<file path="src/rtl/gated_bus_mux_if.sv">
// gated_bus_mux_if
//   Bundles the source, gate and status signals of gated_bus_mux so the
//   mux and its users connect through a single port.
// Parameters
//   WIDTH  data width of each source and of the bus
//   N      number of sources / gates
//   CNT_W  width of the conflict counter
// Signals
//   din        N*WIDTH  flattened sources, source i = din[i*WIDTH +: WIDTH]
//   gate       N        one-hot drive enables
//   hold       1        freeze keeper and last_src
//   clr_err    1        clear err_sticky / err_count
//   bus        WIDTH    bus value
//   bus_valid  1        a source drove the bus
//   conflict   1        more than one gate asserted
//   err_sticky 1        conflict seen since reset / clr_err
//   err_count  CNT_W    saturating conflict count
//   last_src   clog2(N) index of most recent driving source
// Modports: master drives sources and gates, slave is the mux.
interface gated_bus_mux_if #(
  parameter int WIDTH = 16,
  parameter int N     = 4,
  parameter int CNT_W = 8
);
  localparam int SEL_W = $clog2(N);

  logic [N*WIDTH-1:0] din;
  logic [N-1:0]       gate;
  logic               hold;
  logic               clr_err;
  logic [WIDTH-1:0]   bus;
  logic               bus_valid;
  logic               conflict;
  logic               err_sticky;
  logic [CNT_W-1:0]   err_count;
  logic [SEL_W-1:0]   last_src;

  modport master (
    output din, gate, hold, clr_err,
    input  bus, bus_valid, conflict, err_sticky, err_count, last_src
  );

  modport slave (
    input  din, gate, hold, clr_err,
    output bus, bus_valid, conflict, err_sticky, err_count, last_src
  );
endinterface

</file>
<file path="src/rtl/gated_bus_mux.sv">
// gated_bus_mux
//   N-input one-hot gated bus multiplexer with a bus keeper, optional output
//   register and multi-driver conflict detection (sticky flag plus saturating
//   counter). The lowest-index asserted gate wins when several are set.
// Parameters
//   WIDTH       data width of each source and the bus
//   N           number of sources (N >= 2)
//   REGISTERED  1: bus/valid/conflict/last_src registered (1-cycle latency)
//               0: those outputs combinational; keeper still registered
//   CNT_W       conflict counter width
// Ports
//   clk    rising-edge clock
//   reset  synchronous active-high reset
//   bif    gated_bus_mux_if.slave: din, gate, hold, clr_err in;
//          bus, bus_valid, conflict, err_sticky, err_count, last_src out
module gated_bus_mux #(
  parameter int WIDTH      = 16,
  parameter int N          = 4,
  parameter int REGISTERED = 1,
  parameter int CNT_W      = 8
) (
  input logic             clk,
  input logic             reset,
  gated_bus_mux_if.slave  bif
);
  localparam int SEL_W = $clog2(N);

  function automatic logic [SEL_W-1:0] lowest_set(input logic [N-1:0] g);
    logic [SEL_W-1:0] idx;
    idx = '0;
    for (int i = N - 1; i >= 0; i--) begin
      if (g[i]) idx = SEL_W'(i);
    end
    return idx;
  endfunction

  // Clearing the lowest set bit leaves something only if two or more were set.
  function automatic logic more_than_one(input logic [N-1:0] g);
    return |(g & (g - N'(1)));
  endfunction

  function automatic logic [CNT_W-1:0] sat_inc(input logic [CNT_W-1:0] c);
    return (&c) ? c : c + CNT_W'(1);
  endfunction

  logic [SEL_W-1:0] sel;
  logic             drive;
  logic             multi;
  logic             take;
  logic [WIDTH-1:0] sel_data;

  always_comb begin
    sel      = lowest_set(bif.gate);
    drive    = |bif.gate;
    multi    = more_than_one(bif.gate);
    take     = drive & ~bif.hold;
    sel_data = '0;
    for (int i = 0; i < N; i++) begin
      if (sel == SEL_W'(i)) sel_data = bif.din[i*WIDTH +: WIDTH];
    end
  end

  // Stage p0 -> p1: keeper, source index and error bookkeeping.
  logic [WIDTH-1:0] keeper_p1;
  logic [SEL_W-1:0] last_src_p1;
  logic             err_sticky_q;
  logic [CNT_W-1:0] err_count_q;

  always_ff @(posedge clk) begin
    if (reset) begin
      keeper_p1    <= '0;
      last_src_p1  <= '0;
      err_sticky_q <= 1'b0;
      err_count_q  <= '0;
    end else begin
      if (take) begin
        keeper_p1   <= sel_data;
        last_src_p1 <= sel;
      end
      // A conflict in the same cycle as clr_err counts as the first new event.
      if (multi) begin
        err_sticky_q <= 1'b1;
        err_count_q  <= bif.clr_err ? CNT_W'(1) : sat_inc(err_count_q);
      end else if (bif.clr_err) begin
        err_sticky_q <= 1'b0;
        err_count_q  <= '0;
      end
    end
  end

  assign bif.err_sticky = err_sticky_q;
  assign bif.err_count  = err_count_q;

  generate
    if (REGISTERED != 0) begin : g_reg
      logic vld_p1;
      logic conflict_p1;

      always_ff @(posedge clk) begin
        if (reset) begin
          vld_p1      <= 1'b0;
          conflict_p1 <= 1'b0;
        end else begin
          vld_p1      <= take;
          conflict_p1 <= multi;
        end
      end

      assign bif.bus       = keeper_p1;
      assign bif.bus_valid = vld_p1;
      assign bif.conflict  = conflict_p1;
      assign bif.last_src  = last_src_p1;
    end else begin : g_comb
      // Reset masks the live path so outputs read zero while it is held.
      logic live;
      assign live          = take & ~reset;
      assign bif.bus       = live ? sel_data : keeper_p1;
      assign bif.bus_valid = live;
      assign bif.conflict  = multi & ~reset;
      assign bif.last_src  = live ? sel : last_src_p1;
    end
  endgenerate
endmodule

</file>
<file path="src/flat_wrapper.sv">
// flat-port wrapper written by rule: the top's interface ports become plain ports
module gated_bus_mux_flat 
#(
  parameter int WIDTH      = 16,
  parameter int N          = 4,
  parameter int REGISTERED = 1,
  parameter int CNT_W      = 8
)
  (clk, reset, bif_din, bif_gate, bif_hold, bif_clr_err, bif_bus, bif_bus_valid, bif_conflict, bif_err_sticky, bif_err_count, bif_last_src);
  gated_bus_mux_if #(.WIDTH(WIDTH), .N(N), .CNT_W(CNT_W)) bif_i ();
  input logic clk;
  input logic reset;
  input wire logic [$bits(bif_i.din)-1:0] bif_din;
  input wire logic [$bits(bif_i.gate)-1:0] bif_gate;
  input wire logic [$bits(bif_i.hold)-1:0] bif_hold;
  input wire logic [$bits(bif_i.clr_err)-1:0] bif_clr_err;
  output wire logic [$bits(bif_i.bus)-1:0] bif_bus;
  output wire logic [$bits(bif_i.bus_valid)-1:0] bif_bus_valid;
  output wire logic [$bits(bif_i.conflict)-1:0] bif_conflict;
  output wire logic [$bits(bif_i.err_sticky)-1:0] bif_err_sticky;
  output wire logic [$bits(bif_i.err_count)-1:0] bif_err_count;
  output wire logic [$bits(bif_i.last_src)-1:0] bif_last_src;
  assign bif_i.din = bif_din;
  assign bif_i.gate = bif_gate;
  assign bif_i.hold = bif_hold;
  assign bif_i.clr_err = bif_clr_err;
  assign bif_bus = bif_i.bus;
  assign bif_bus_valid = bif_i.bus_valid;
  assign bif_conflict = bif_i.conflict;
  assign bif_err_sticky = bif_i.err_sticky;
  assign bif_err_count = bif_i.err_count;
  assign bif_last_src = bif_i.last_src;
  gated_bus_mux #(.WIDTH(WIDTH), .N(N), .REGISTERED(REGISTERED), .CNT_W(CNT_W)) u_core (.clk(clk), .reset(reset), .bif(bif_i));
endmodule
</file>
<file path="config.mk">
export PLATFORM = sky130hd
export DESIGN_NAME = gated_bus_mux_flat
export DESIGN_NICKNAME = d
export VERILOG_FILES = /design/src/rtl/gated_bus_mux_if.sv /design/src/rtl/gated_bus_mux.sv /design/src/flat_wrapper.sv
export SDC_FILE = /design/constraint.sdc
export NUM_CORES = 1
export LEC_CHECK = 0
export BUFFER_PORTS_ARGS = -buffer_cell sky130_fd_sc_hd__buf_2
export CAP_MARGIN = 20
export CORE_MARGIN = 5
export CORE_UTILIZATION = 23
export DETAILED_ROUTE_END_ITERATION = 6
export SLEW_MARGIN = 5
export SYNTH_ARGS = -nofsm -noshare
export SYNTH_HDL_FRONTEND = slang
export SYNTH_SLANG_ARGS = --single-unit
</file>
<file path="constraint.sdc">
create_clock -name clk -period 2.3 [get_ports clk]
set_input_delay 0.345 -clock clk [delete_from_list [all_inputs] [get_ports clk]]
set_output_delay 0.345 -clock clk [all_outputs]
set_load 0.005 [all_outputs]
</file>
# After elaboration in Yosys (flattened, before gate mapping)
# Index checks and enable logic that the tools add are counted.
[word_totals]
out_inout_bits = 29
reg_bits = 29
inputBits = 72
wordCells = 35
[classes]
eq_ne = 4
reduce_logical = 6
bitwise_logic = 3
n_mux = 14
addsub = 2
[ops]
columns = ["cell", "count"]
rows = [
  ["16-bit 2-to-1 mux", 4],
  ["8-bit 2-to-1 mux", 4],
  ["8-bit by 1-bit adder with 8-bit output, second input constant", 1],
  ["2-bit 2-to-1 mux", 4],
  ["8-bit AND reduction", 1],
  ["4-bit OR reduction", 2],
  ["4-bit bitwise AND", 1],
  ["2-bit equality test, second input constant", 2],
  ["4-bit by 1-bit subtractor with 4-bit output, second input constant", 1],
  ["2-bit by 1-bit equality test with 1-bit output, second input constant", 1],
  ["2-bit logical NOT", 1],
  ["1-bit 2-to-1 mux", 2],
  ["2-bit != test, second input constant", 1],
  ["2-bit AND reduction", 1],
  ["2-bit nonzero test", 1],
  ["1-bit bitwise AND", 1],
  ["1-bit inverter", 1],
]

# Longest topological paths before layout
# Gate-level depths: netlist (run 1).
[logic_depth]
ltp_word = 9
ltp_mapped = 7
ltp_nobuf = 5

# Worst setup path after synthesis (run 1)
# OpenSTA, ideal clock, no wires.
[synth_timing]
kind = "flip-flop to flip-flop"
start = "register u_core.err_count_q[0] (netlist: u_core.bif.err_count[0])"
end = "register u_core.err_count_q[2] (netlist: u_core.bif.err_count[2])"
slack_ps = 828
arrival_time_ps = 1403
period_less_slack_ps = 1472
setup_time_ps = 69
required_ps = 2231
path_stages_with_launch = 6
path_buffers = 0
cell_sequence = "dfxtp_1 ha_1 nand2_1 or3_1 and3_1 o21ai_1"
[synth_between]
elab_chain_cells = 4
word_cells_on_any_way = 7
classes_between = "1 x add/sub; 1 x eq/ne; 3 x mux; 2 x reduce/logical"
[synth_lines]
columns = ["element", "line", "source"]
rows = [
  ["start, declared", "gated_bus_mux.sv:67", "logic [CNT_W-1:0] err_count_q;"],
  ["start signal, assigned", "gated_bus_mux.sv:83", "err_count_q <= bif.clr_err ? CNT_W'(1) : sat_inc(err_count_q);"],
  ["8-bit by 1-bit adder with 8-bit output", "gated_bus_mux.sv:43", "return (&c) ? c : c + CNT_W'(1);"],
  ["8-bit 2-to-1 mux", "gated_bus_mux.sv:43", ""],
  ["8-bit 2-to-1 mux", "gated_bus_mux.sv:83", ""],
  ["8-bit 2-to-1 mux", "gated_bus_mux.sv:81", "if (multi) begin"],
]
# Several ways; a longest one is shown, not always the timed one. The select of a mux whose other input is x is not followed.
# A chain may end at the register's enable or synchronous reset.

# Worst setup path in the final report (run 1)
[layout_timing]
start = "input port bif_gate[3]"
end = "register u_core.keeper_p1[2] (netlist: u_core.bif.bus[2])"
[layout_between]
elab_chain_cells = 9
word_cells_on_any_way = 14
classes_between = "3 x eq/ne; 8 x mux; 1 x bitwise; 2 x reduce/logical"
[layout_lines]
columns = ["element", "line", "source"]
rows = [
  ["start, declared", "flat_wrapper.sv:14", "input wire logic [$bits(bif_i.gate)-1:0] bif_gate;"],
  ["2-bit 2-to-1 mux (4 in a row)", "gated_bus_mux.sv:32", "if (g[i]) idx = SEL_W'(i);"],
  ["2-bit logical NOT", "gated_bus_mux.sv:59", "if (sel == SEL_W'(i)) sel_data = bif.din[i*WIDTH +: WIDTH];"],
  ["16-bit 2-to-1 mux (4 in a row)", "gated_bus_mux.sv:59", ""],
  ["end signal, assigned", "gated_bus_mux.sv:77", "keeper_p1 <= sel_data;"],
  ["end, declared", "gated_bus_mux.sv:64", "logic [WIDTH-1:0] keeper_p1;"],
]
# Several ways; a longest one is shown, not always the timed one.

==> results of run 1 <==
[logic make-up after synthesis]
group           synth area share [%]
buf+inv                         10.1
mux                            0.576
simple gates                    13.5
compound gates                  41.8
fa+ha+maj                      0.720
flops                           33.4
[through the flow]
| stage | hold slack [ps] | cell area [sq um] |
|---|---|---|
| after floorplan | 416 | 1740 |
| after global placement | 441 | 2280 |
| after detailed placement | 443 | 2280 |
| after CTS | 291 | 2370 |
| after global routing | 293 | 2370 |
| final | 291 | 2370 |
[flip-flops by register name, summed over array words and instances, names as in the netlist]
signal and count:
u_core.bif.err_count 8, u_core.bif.last_src 2, u_core.bif.err_sticky 1, u_core.bif.bus 16
u_core.bif.conflict 1, u_core.bif.bus_valid 1
[worst max-delay path, cell delays in order]
cell and delay [ps]:
buf_2 150, nor2b_2 680, nand2_1 550, o21ai_0 320
o2bb2ai_1 80
[power groups by stage]
stage               logic [W]  registers [W]  clock network [W]
finish               0.000266       0.000549           0.000429
global route         0.000297       0.000552           0.000467
CTS                  0.000268       0.000549           0.000444
detailed placement   0.000268       0.000559                  0
global placement     0.000266       0.000559                  0
floorplan            0.000145       0.000561                  0
[worst paths after layout]
check | from | to | slack, ps | depth (start not counted)
setup / recovery | bif_gate[3] | u_core.bif.bus[2]$_SDFFE_PP0P_ | 330 | 5
hold reg to reg | u_core.bif.bus[15]$_SDFFE_PP0P_ | u_core.bif.bus[15]$_SDFFE_PP0P_ | 460 | 1
hold / removal | bif_clr_err | u_core.bif.err_count[6]$_SDFFE_PP0P_ | 290 | 2
setup reg to reg | u_core.bif.err_count[0]$_SDFFE_PP0P_ | u_core.bif.err_count[0]$_SDFFE_PP0P_ | 660 | 5
[routing by layer]
layer	up-vias	routed length, um
li1	950	-
met2	69	3030
met4	0	68
met5	-	0
met1	909	2750
met3	6	355
[Yosys cell counts (3+ instances only)]
cell / n / area [sq um]
clkbuf_1: 5 / 18.8
nand2_1: 7 / 26.3
dfxtp_1: 29 / 581
o2bb2ai_1: 16 / 140
buf_6: 5 / 56.3
a22oi_1: 16 / 120
o21ai_0: 16 / 80.1
nor2_1: 12 / 45.0
a211o_1: 16 / 140
a21oi_1: 20 / 100
buf_2: 5 / 25.0
inv_1: 18 / 67.6
nand3_1: 3 / 15.0
[cell type report]
cell class,count,area [sq um],area share [%]
timing repair buffer,104,531,22.4
inverter,18,67.6,2.85
multi-input combinational,140,982,41.4
clock buffer,7,86.3,3.64
tap,99,124,5.22
sequential,29,581,24.5
==> impl_metrics.prom, run 1 <==
# TYPE chip_impl_metric gauge
chip_impl_metric{name="postCtsSetupRepairBufs",unit=""} 0
chip_impl_metric{name="synth_async_sr_flop_share",unit="%"} 0
chip_impl_metric{name="die_h",unit="um"} 96.9
chip_impl_metric{name="post-place-cells",unit=""} 390
chip_impl_metric{name="filler_cell_count",unit=""} 828
chip_impl_info{name="synth_ff_type",value="dfxtp_1"} 1
chip_impl_info{name="busiest_layer",value="met2"} 1
chip_impl_metric{name="grt_start_max_net_pins",unit=""} 33
chip_impl_metric{name="worst_pin_slew",unit="ps"} 806
chip_impl_metric{name="worst_path_setup_slack_after_routing",unit="ps"} 331
chip_impl_metric{name="clkSlewWorstSetupHoldPaths",unit="ps"} 70
chip_impl_metric{name="power_frac_comb",unit="%"} 21.4
chip_impl_metric{name="grt_util_all_layers",unit="%"} 12.8
chip_impl_metric{name="gp_congestion",unit=""} 0.820
chip_impl_metric{name="synth.lib_cells_used.distinct",unit=""} 42
chip_impl_metric{name="cts_sinks",unit=""} 29
chip_impl_metric{name="fin_util",unit="%"} 32.5
chip_impl_metric{name="mappedNetlistNets",unit=""} 276
chip_impl_metric{name="die_w",unit="um"} 96.9
chip_impl_metric{name="final_antenna_net_count",unit=""} 0
chip_impl_metric{name="mappedNetlistArea",unit="sq um"} 1740
chip_impl_info{name="leading_cell_types_in_the_layout_fill_and_taps_excluded",value="buf_2, dfxtp_1, a21oi_1"} 1
chip_impl_metric{name="grt_pass1_wl",unit="um"} 9990
chip_impl_info{name="class_of_the_tightest_hold_or_removal_check",value="in2reg"} 1
chip_impl_metric{name="clock_tree.htree_level_count",unit=""} 2
chip_impl_info{name="critical_path_class",value="in2reg"} 1
chip_impl_info{name="startpoint_type",value="primary input"} 1
chip_impl_metric{name="grt_antenna_before_repair",unit=""} 0
chip_impl_metric{name="globalRouteMet3Util",unit="%"} 3.67
chip_impl_metric{name="fraction_of_power_consumed_by_sequential_logic",unit="%"} 44.1
chip_impl_metric{name="vdd_ir_drop_max",unit="uV"} 230
chip_impl_info{name="setup.worst_path.end_class",value="flop"} 1
chip_impl_metric{name="layout.nets",unit=""} 371
chip_impl_metric{name="finClkSkew",unit="ps"} 5.97
chip_impl_metric{name="setup-tns-final",unit="ps"} 0
chip_impl_metric{name="floorplan.die_area",unit="sq um"} 9390
chip_impl_metric{name="ctsResizeCount",unit=""} 0
chip_impl_metric{name="syn_area_per_cell",unit="sq um"} 8.56
chip_impl_metric{name="fin_crit_sh",unit="%"} 85.6
chip_impl_metric{name="number_of_cts_inserted_buffers",unit=""} 5
chip_impl_metric{name="power.switching_fraction",unit="%"} 28.1
chip_impl_metric{name="cellPowerDensity",unit="nW/um^2"} 525
chip_impl_metric{name="internal_power",unit="W"} 0.000895
chip_impl_metric{name="worst-path-max-fanout",unit=""} 17
chip_impl_metric{name="drt_first_pass_iters",unit=""} 4
chip_impl_info{name="rsz_0062_raised_after_global_routing",value="false"} 1
chip_impl_metric{name="synth-seq-cells",unit=""} 29
chip_impl_metric{name="maxSlewViolCount",unit=""} 0
chip_impl_metric{name="max_clock_freq",unit="MHz"} 508
chip_impl_metric{name="clk_latency",unit="ps"} 270
chip_impl_metric{name="placement.io_buffers",unit=""} 100
chip_impl_metric{name="groute.layer.met1.usage",unit="%"} 16.1
chip_impl_metric{name="remaining_drc_errors",unit=""} 0
chip_impl_metric{name="finalSetupViolations",unit=""} 0
chip_impl_metric{name="via_count",unit=""} 1934
chip_impl_metric{name="grt_pass1_vias",unit=""} 2006
chip_impl_metric{name="hpwlAfterDp",unit="um"} 4610
chip_impl_info{name="layout.cells.most_common",value="buf_2"} 1
chip_impl_metric{name="synthToLayoutAreaGrowth",unit="%"} 36.4
chip_impl_metric{name="worst_slew_margin_rel",unit="%"} 46.2
chip_impl_metric{name="count_of_maximum_capacitance_violations",unit=""} 0
chip_impl_metric{name="finalWirelength",unit="um"} 6200
chip_impl_metric{name="clockBufferDepth",unit=""} 2
chip_impl_metric{name="core",unit="sq um"} 7290
chip_impl_metric{name="cts_hold_buf",unit=""} 0
chip_impl_info{name="cts_tree",value="yes"} 1
chip_impl_metric{name="total_power",unit="W"} 0.00124
chip_impl_metric{name="leakage",unit="nW"} 1.14
chip_impl_metric{name="vias_per_cell",unit=""} 4.87
chip_impl_metric{name="final_period_minus_worst_setup_slack",unit="ps"} 1970
chip_impl_metric{name="diodes",unit=""} 0
chip_impl_metric{name="drtIter0Drc",unit=""} 91
chip_impl_metric{name="timing.critical_path.required",unit="ps"} 2460
chip_impl_info{name="cts.root.buffer_cell",value="clkbuf_8"} 1
chip_impl_metric{name="globalRoute.totalOverflow",unit=""} 0
chip_impl_metric{name="groute.layer.met2.usage",unit="%"} 21.4
chip_impl_metric{name="ioPinCount",unit=""} 101
chip_impl_metric{name="preCtsSetupSlack",unit="ps"} 37.8
chip_impl_metric{name="final_cell_count_no_fill",unit=""} 397
chip_impl_info{name="result_of_the_run",value="complete, no violations"} 1
chip_impl_metric{name="timing.final.hold_violations",unit=""} 0
chip_impl_metric{name="synth-warning-count",unit=""} 0
chip_impl_metric{name="detail_route.wl_per_cell",unit="um"} 15.6
chip_impl_metric{name="synth.yosys.seq_area_share",unit="%"} 33.4
chip_impl_metric{name="power_frac_clock",unit="%"} 34.5
chip_impl_metric{name="initial_core_util",unit="%"} 23.8
chip_impl_metric{name="switching_power",unit="W"} 0.000349
chip_impl_metric{name="post_synth_inst_count",unit=""} 203
chip_impl_metric{name="placement_rows",unit=""} 31
chip_impl_metric{name="drive_gt1_share",unit="%"} 41.3
chip_impl_metric{name="critical_path_at",unit="ps"} 2130
chip_impl_metric{name="synth_edf_count",unit=""} 0
Note: power is estimated with default switching activity, not from simulation.
==> run 2, diff against run 1 <==
--- a/config.mk
+++ b/config.mk
@@ -8,8 +8,9 @@
 export BUFFER_PORTS_ARGS = -buffer_cell sky130_fd_sc_hd__buf_2
 export CAP_MARGIN = 20
 export CORE_MARGIN = 5
-export CORE_UTILIZATION = 23
+export CORE_UTILIZATION = 47
 export DETAILED_ROUTE_END_ITERATION = 6
+export PLACE_DENSITY = 0.85
 export SLEW_MARGIN = 5
 export SYNTH_ARGS = -nofsm -noshare
 export SYNTH_HDL_FRONTEND = slang
==> run 2 against run 1 <==
Net effect:
- first-iteration DRC count is 33% higher
- routed wire length down 14%
- die area down 47%
- utilization increased by 30 points
- global-route usage is 8.5 points higher
- sequential power is essentially flat
- critical path type unchanged
- largest power group unchanged
==> impl_metrics.prom, run 2 (synthesis results as in run 1) <==
# TYPE chip_impl_metric gauge
chip_impl_info{name="layout.cells.most_common",value="buf_2"} 1
chip_impl_metric{name="max_clock_freq",unit="MHz"} 545
chip_impl_info{name="critical_path_class",value="in2reg"} 1
chip_impl_metric{name="drt_first_pass_iters",unit=""} 4
chip_impl_info{name="result_of_the_run",value="complete, no violations"} 1
chip_impl_metric{name="r2r_slack",unit="ps"} 670
chip_impl_metric{name="grt_pass1_vias",unit=""} 2003
chip_impl_metric{name="timing.final.hold_violations",unit=""} 0
chip_impl_metric{name="total_power",unit="W"} 0.00118
chip_impl_info{name="startpoint_type",value="primary input"} 1
chip_impl_metric{name="die_w",unit="um"} 70.8
chip_impl_metric{name="die_h",unit="um"} 70.8
chip_impl_metric{name="power_frac_comb",unit="%"} 21.7
chip_impl_info{name="cts_tree",value="yes"} 1
chip_impl_metric{name="remaining_drc_errors",unit=""} 0
chip_impl_metric{name="via_count",unit=""} 1959
chip_impl_metric{name="timing.critical_path.required",unit="ps"} 2460
chip_impl_metric{name="number_of_cts_inserted_buffers",unit=""} 5
chip_impl_metric{name="critical_path_at",unit="ps"} 1990
chip_impl_metric{name="placement_rows",unit=""} 22
chip_impl_metric{name="preCtsSetupSlack",unit="ps"} 206
chip_impl_metric{name="clkSlewWorstSetupHoldPaths",unit="ps"} 60
chip_impl_metric{name="power_frac_clock",unit="%"} 31.8
chip_impl_metric{name="fin_crit_sh",unit="%"} 79.8
chip_impl_metric{name="worst_pin_slew",unit="ps"} 729
chip_impl_metric{name="core",unit="sq um"} 3630
chip_impl_metric{name="worst_path_setup_slack_after_routing",unit="ps"} 464
chip_impl_metric{name="gp_congestion",unit=""} 0.863
chip_impl_info{name="rsz_0062_raised_after_global_routing",value="false"} 1
chip_impl_metric{name="vdd_ir_drop_max",unit="uV"} 297
chip_impl_metric{name="cts_hold_buf",unit=""} 0
chip_impl_metric{name="synthToLayoutAreaGrowth",unit="%"} 31.2
chip_impl_metric{name="worst_slew_margin_rel",unit="%"} 51.4
chip_impl_metric{name="fraction_of_power_consumed_by_sequential_logic",unit="%"} 46.4
chip_impl_info{name="crit_path_start",value="bif_gate[2]"} 1
chip_impl_metric{name="finalInstanceArea",unit="sq um"} 2280
chip_impl_metric{name="count_of_maximum_capacitance_violations",unit=""} 0
chip_impl_metric{name="clock_tree.htree_level_count",unit=""} 2
chip_impl_info{name="leading_cell_types_in_the_layout_fill_and_taps_excluded",value="buf_2, dfxtp_1, a21oi_1"} 1
chip_impl_metric{name="grt_start_max_net_pins",unit=""} 33
chip_impl_metric{name="globalRoute.totalOverflow",unit=""} 0
chip_impl_metric{name="postCtsSetupRepairBufs",unit=""} 0
chip_impl_metric{name="power.switching_fraction",unit="%"} 27.8
chip_impl_metric{name="placement.io_buffers",unit=""} 100
chip_impl_metric{name="cellPowerDensity",unit="nW/um^2"} 519
chip_impl_metric{name="grt_util_all_layers",unit="%"} 21.3
chip_impl_metric{name="hpwlAfterDp",unit="um"} 4060
chip_impl_metric{name="area_of_placed_instances",unit="sq um"} 2210
chip_impl_metric{name="finalSetupViolations",unit=""} 0
chip_impl_metric{name="cts_sinks",unit=""} 29
chip_impl_metric{name="diodes",unit=""} 0
chip_impl_metric{name="drtIter0Drc",unit=""} 121
chip_impl_info{name="r2r_start",value="u_core.bif.err_count[0]$_SDFFE_PP0P_"} 1
chip_impl_metric{name="clockBufferDepth",unit=""} 2
chip_impl_metric{name="grt_pass1_wl",unit="um"} 8780
chip_impl_metric{name="vias_per_cell",unit=""} 5.71
chip_impl_metric{name="internal_power",unit="W"} 0.000854
chip_impl_metric{name="finalWirelength",unit="um"} 5360
chip_impl_metric{name="switching_power",unit="W"} 0.000329
chip_impl_metric{name="reg2regPathDepth",unit=""} 5
chip_impl_metric{name="final_period_minus_worst_setup_slack",unit="ps"} 1840
chip_impl_metric{name="grt_antenna_before_repair",unit=""} 0
chip_impl_metric{name="ctsResizeCount",unit=""} 0
chip_impl_metric{name="drive_gt1_share",unit="%"} 41.0
chip_impl_metric{name="floorplan.die_area",unit="sq um"} 5010
chip_impl_info{name="cts.root.buffer_cell",value="clkbuf_8"} 1
chip_impl_info{name="setup.worst_path.end_class",value="flop"} 1
chip_impl_metric{name="largest_reg_flops",unit=""} 16
chip_impl_metric{name="ioPinCount",unit=""} 101
chip_impl_metric{name="clk_latency",unit="ps"} 270
chip_impl_metric{name="leakage",unit="nW"} 1.12
chip_impl_metric{name="worst-path-max-fanout",unit=""} 21
chip_impl_metric{name="maxSlewViolCount",unit=""} 0
chip_impl_metric{name="final_antenna_net_count",unit=""} 0
chip_impl_metric{name="setup-tns-final",unit="ps"} 0
chip_impl_metric{name="fin_util",unit="%"} 62.7
chip_impl_info{name="setup.worst_path.end",value="u_core.bif.bus[8]$_SDFFE_PP0P_"} 1
chip_impl_metric{name="initial_core_util",unit="%"} 47.8
chip_impl_metric{name="detail_route.wl_per_cell",unit="um"} 15.6
chip_impl_metric{name="finClkSkew",unit="ps"} 11.0
chip_impl_metric{name="layout.nets",unit=""} 369
chip_impl_info{name="timing.rr.end",value="u_core.bif.err_count[2]$_SDFFE_PP0P_"} 1
chip_impl_info{name="class_of_the_tightest_hold_or_removal_check",value="in2reg"} 1
==> run 2: cell types whose count changed in the layout (fill, tap and decap cells not counted), sizes merged <==
cell	before	now
buf	104	102
clkbuf	7	5
clkinv	0	1
==> run 2: per-stage QoR <==
step                      instances  hold slack [ps]
after global placement          337              444
after global routing            343              324
after floorplan                 203              416
final                           343              338
after detailed placement        337              442
after CTS                       343              323
==> run 2: critical path, stage by stage <==
cell	delay [ps]
buf_2	230
nor2b_2	550
nand2_1	450
o21ai_0	320
o2bb2ai_1	90
==> run 2: layout make-up <==
cell class              instances  area [sq um]
fillers                       334          1350
multi-input cells             140           982
flip-flops and latches         29           581
repair buffers                102           515
clock buffers                   5          68.8
inverters                      18          67.6
well taps                      48          60.1
clock inverters                 1          5.00
==> run 2: worst min path at each step <==
stage | from | endpoint | cells after the start
after global routing | bif_clr_err | u_core.bif.err_count[6]$_SDFFE_PP0P_ | 2
after CTS | bif_clr_err | u_core.bif.err_count[6]$_SDFFE_PP0P_ | 2
after global placement | u_core.bif.bus[2]$_SDFFE_PP0P_ | u_core.bif.bus[2]$_SDFFE_PP0P_ | 1
after detailed placement | u_core.bif.bus[7]$_SDFFE_PP0P_ | u_core.bif.bus[7]$_SDFFE_PP0P_ | 1
after floorplan | bif_clr_err | u_core.bif.err_count[6]$_SDFFE_PP0P_ | 1
final | bif_clr_err | u_core.bif.err_count[6]$_SDFFE_PP0P_ | 2
==> run 2: per-layer routing <==
metal	global-route usage, %	share of wire (%)	vias up
met5	0	0	-
met4	7.52	2.3	0
met3	7.67	9.2	14
met2	35.8	50	92
met1	25.0	39	907
li1	-	-	946
==> run 2: power groups by stage <==
| stage | Combinational (W) | Clock [W] | Sequential [W] |
|---|---|---|---|
| CTS | 0.000257 | 0.000384 | 0.000549 |
| global route | 0.000287 | 0.000412 | 0.000553 |
| finish | 0.000257 | 0.000376 | 0.000549 |
| detailed placement | 0.000256 | 0 | 0.000558 |
| global placement | 0.000252 | 0 | 0.000559 |
| floorplan | 0.000145 | 0 | 0.000561 |
==> run 3, diff against run 2 <==
--- a/config.mk
+++ b/config.mk
@@ -8,9 +8,9 @@
 export BUFFER_PORTS_ARGS = -buffer_cell sky130_fd_sc_hd__buf_2
 export CAP_MARGIN = 20
 export CORE_MARGIN = 5
-export CORE_UTILIZATION = 47
+export CORE_UTILIZATION = 44
 export DETAILED_ROUTE_END_ITERATION = 6
-export PLACE_DENSITY = 0.85
+export PLACE_DENSITY = 0.8
 export SLEW_MARGIN = 5
 export SYNTH_ARGS = -nofsm -noshare
 export SYNTH_HDL_FRONTEND = slang
==> constraint.sdc (replaced) <==
create_clock -name clk -period 1.8 [get_ports clk]
set_input_delay 0.27 -clock clk [delete_from_list [all_inputs] [get_ports clk]]
set_output_delay 0.27 -clock clk [all_outputs]
set_load 0.005 [all_outputs]
==> run 3 against run 2 <==
Net effect:
- first-iteration DRC count down 36%
- cell count up 2.6%
- clock power up 34%
- sequential cell count unchanged
- worst hold slack worse by 95 ps
- sequential share of layout area down 0.77 points
- register-to-register slack worse by 480 ps
- sequential power up 28%
- global-route usage down 1.1 points
- cell area up 3.1%
- die area up 5.8%
- worst setup slack worse by 270 ps
- critical path type is now reg2reg
- largest cell class unchanged
==> impl_metrics.prom, run 3 (synthesis results as in run 1) <==
# TYPE chip_impl_metric gauge
chip_impl_info{name="result_of_the_run",value="complete, no violations"} 1
chip_impl_metric{name="area.sequential",unit="sq um"} 581
chip_impl_info{name="startpoint_type",value="flop"} 1
chip_impl_metric{name="grt_antenna_before_repair",unit=""} 0
chip_impl_metric{name="final_antenna_net_count",unit=""} 0
chip_impl_metric{name="die_h",unit="um"} 72.8
chip_impl_metric{name="max_clock_freq",unit="MHz"} 622
chip_impl_metric{name="clkSlewWorstSetupHoldPaths",unit="ps"} 60
chip_impl_metric{name="grt_pass1_wl",unit="um"} 8470
chip_impl_info{name="critical_path_class",value="reg2reg"} 1
chip_impl_metric{name="internal_power",unit="W"} 0.00112
chip_impl_info{name="class_of_the_tightest_hold_or_removal_check",value="in2reg"} 1
chip_impl_info{name="leading_cell_types_in_the_layout_fill_and_taps_excluded",value="buf_2, dfxtp_1, a21oi_1"} 1
chip_impl_metric{name="power.switching_fraction",unit="%"} 27.4
chip_impl_metric{name="gp_congestion",unit=""} 0.884
chip_impl_metric{name="number_of_cts_inserted_buffers",unit=""} 5
chip_impl_metric{name="core",unit="sq um"} 3740
chip_impl_metric{name="filler_cell_count",unit=""} 349
chip_impl_metric{name="area_of_placed_instances",unit="sq um"} 2270
chip_impl_info{name="setup.worst_path.end_class",value="flop"} 1
chip_impl_metric{name="preCtsSetupSlack",unit="ps"} 166
chip_impl_metric{name="cellPowerDensity",unit="nW/um^2"} 658
chip_impl_metric{name="vdd_ir_drop_max",unit="uV"} 359
chip_impl_metric{name="worst_pin_slew",unit="ps"} 487
chip_impl_metric{name="drive_gt1_share",unit="%"} 41.8
chip_impl_metric{name="die_w",unit="um"} 72.8
chip_impl_metric{name="worst_slew_margin_rel",unit="%"} 67.4
chip_impl_metric{name="postCtsSetupRepairBufs",unit=""} 0
chip_impl_info{name="cts.root.buffer_cell",value="clkbuf_8"} 1
chip_impl_metric{name="fin_crit_sh",unit="%"} 89.3
chip_impl_metric{name="setup-tns-final",unit="ps"} 0
chip_impl_metric{name="via_count",unit=""} 1922
chip_impl_metric{name="count_of_maximum_capacitance_violations",unit=""} 0
chip_impl_metric{name="finalInstanceArea",unit="sq um"} 2350
chip_impl_metric{name="layout.nets",unit=""} 376
chip_impl_metric{name="min_path_cells",unit=""} 2
chip_impl_metric{name="drt_first_pass_iters",unit=""} 4
chip_impl_info{name="rsz_0062_raised_after_global_routing",value="false"} 1
chip_impl_metric{name="reg2regPathDepth",unit=""} 5
chip_impl_metric{name="cts_hold_buf",unit=""} 0
chip_impl_metric{name="vias_per_cell",unit=""} 5.46
chip_impl_metric{name="final_cell_count_no_fill",unit=""} 352
chip_impl_info{name="layout.cells.most_common",value="buf_2"} 1
chip_impl_metric{name="worst-path-max-fanout",unit=""} 5
chip_impl_metric{name="floorplan.die_area",unit="sq um"} 5310
chip_impl_metric{name="detail_route.wl_per_cell",unit="um"} 15.2
chip_impl_metric{name="fraction_of_power_consumed_by_sequential_logic",unit="%"} 45.4
chip_impl_metric{name="leakage",unit="nW"} 1.16
chip_impl_metric{name="clockBufferDepth",unit=""} 2
chip_impl_metric{name="timing.final.hold_violations",unit=""} 0
chip_impl_metric{name="cts_sinks",unit=""} 29
chip_impl_metric{name="fin_util",unit="%"} 62.8
chip_impl_metric{name="remaining_drc_errors",unit=""} 0
chip_impl_metric{name="ctsResizeCount",unit=""} 0
chip_impl_metric{name="grt_pass1_vias",unit=""} 1887
chip_impl_metric{name="clk_latency",unit="ps"} 270
chip_impl_metric{name="final_period_minus_worst_setup_slack",unit="ps"} 1610
chip_impl_metric{name="finClkSkew",unit="ps"} 1.53
chip_impl_metric{name="grt_start_max_net_pins",unit=""} 26
chip_impl_metric{name="post-place-cells",unit=""} 344
chip_impl_metric{name="initial_core_util",unit="%"} 46.4
chip_impl_metric{name="drtIter0Drc",unit=""} 78
chip_impl_metric{name="finalSetupViolations",unit=""} 0
chip_impl_metric{name="finalWirelength",unit="um"} 5350
chip_impl_metric{name="switching_power",unit="W"} 0.000424
chip_impl_info{name="cts_tree",value="yes"} 1
chip_impl_metric{name="multi_input_comb_area",unit="sq um"} 982
chip_impl_metric{name="maxSlewViolCount",unit=""} 0
chip_impl_metric{name="clock_tree.htree_level_count",unit=""} 2
chip_impl_metric{name="power_frac_comb",unit="%"} 22.0
chip_impl_metric{name="largest_reg_flops",unit=""} 16
chip_impl_metric{name="diodes",unit=""} 0
chip_impl_metric{name="globalRoute.totalOverflow",unit=""} 0
chip_impl_metric{name="worst_path_setup_slack_after_routing",unit="ps"} 193
chip_impl_metric{name="synthToLayoutAreaGrowth",unit="%"} 35.3
chip_impl_metric{name="grt_util_all_layers",unit="%"} 20.2
chip_impl_metric{name="placement_rows",unit=""} 22
chip_impl_metric{name="ioPinCount",unit=""} 101
chip_impl_metric{name="power_frac_clock",unit="%"} 32.7
chip_impl_metric{name="timing.critical_path.required",unit="ps"} 2000
chip_impl_metric{name="critical_path_at",unit="ps"} 1810
chip_impl_metric{name="hpwlAfterDp",unit="um"} 4030
chip_impl_metric{name="placement.io_buffers",unit=""} 100
[run 3: cell types whose count changed in the layout (fill, tap and decap cells not counted)]
cell and delta:
clkbuf_1 +3, buf_4 +6, buf_12 +1, clkinv_2 -1
[run 3: power groups by stage]
stage               clock [W]  sequential (W)  combinational, W
finish               0.000505        0.000702          0.000340
detailed placement          0        0.000714          0.000340
global placement            0        0.000715          0.000336
CTS                  0.000520        0.000702          0.000340
global route         0.000544        0.000706          0.000377
floorplan                   0        0.000717          0.000186
[run 3: final timing paths]
check,startpoint,end,slack (ps)
worst min register to register,u_core.bif.bus[0]$_SDFFE_PP0P_,u_core.bif.bus[0]$_SDFFE_PP0P_,460
worst max-delay path,u_core.bif.err_count[0]$_SDFFE_PP0P_,u_core.bif.err_count[1]$_SDFFE_PP0P_,190
worst max register to register,u_core.bif.err_count[0]$_SDFFE_PP0P_,u_core.bif.err_count[1]$_SDFFE_PP0P_,190
worst min-delay path,bif_clr_err,u_core.bif.err_count[6]$_SDFFE_PP0P_,240
[run 3: stage by stage]
step	hold WS (ps)	total power, W
finish	243	0.00155
floorplan	341	0.000902
CTS	224	0.00156
global route	240	0.00163
global placement	441	0.00105
detailed placement	446	0.00105
[run 3: per-layer routing]
layer | routed length [um] | track usage, %
met1 | 2190 | 24.1
met2 | 2590 | 34.0
met3 | 497 | 6.06
met4 | 72 | 7.38
met5 | 0 | 0
[run 3: final cells by class]
cell class,count,area share (%)
timing repair buffer,109,24.7
multi-input combinational,140,41.8
inverter,18,2.87
tap,48,2.55
clock buffer,8,3.41
sequential,29,24.7
[run 3: critical path, stage by stage, from the launching register on]
cell and delay [ps]:
dfxtp_1 400, ha_1 230, nand2_1 160, or3_1 440, nand2_1 130, mux2i_1 190
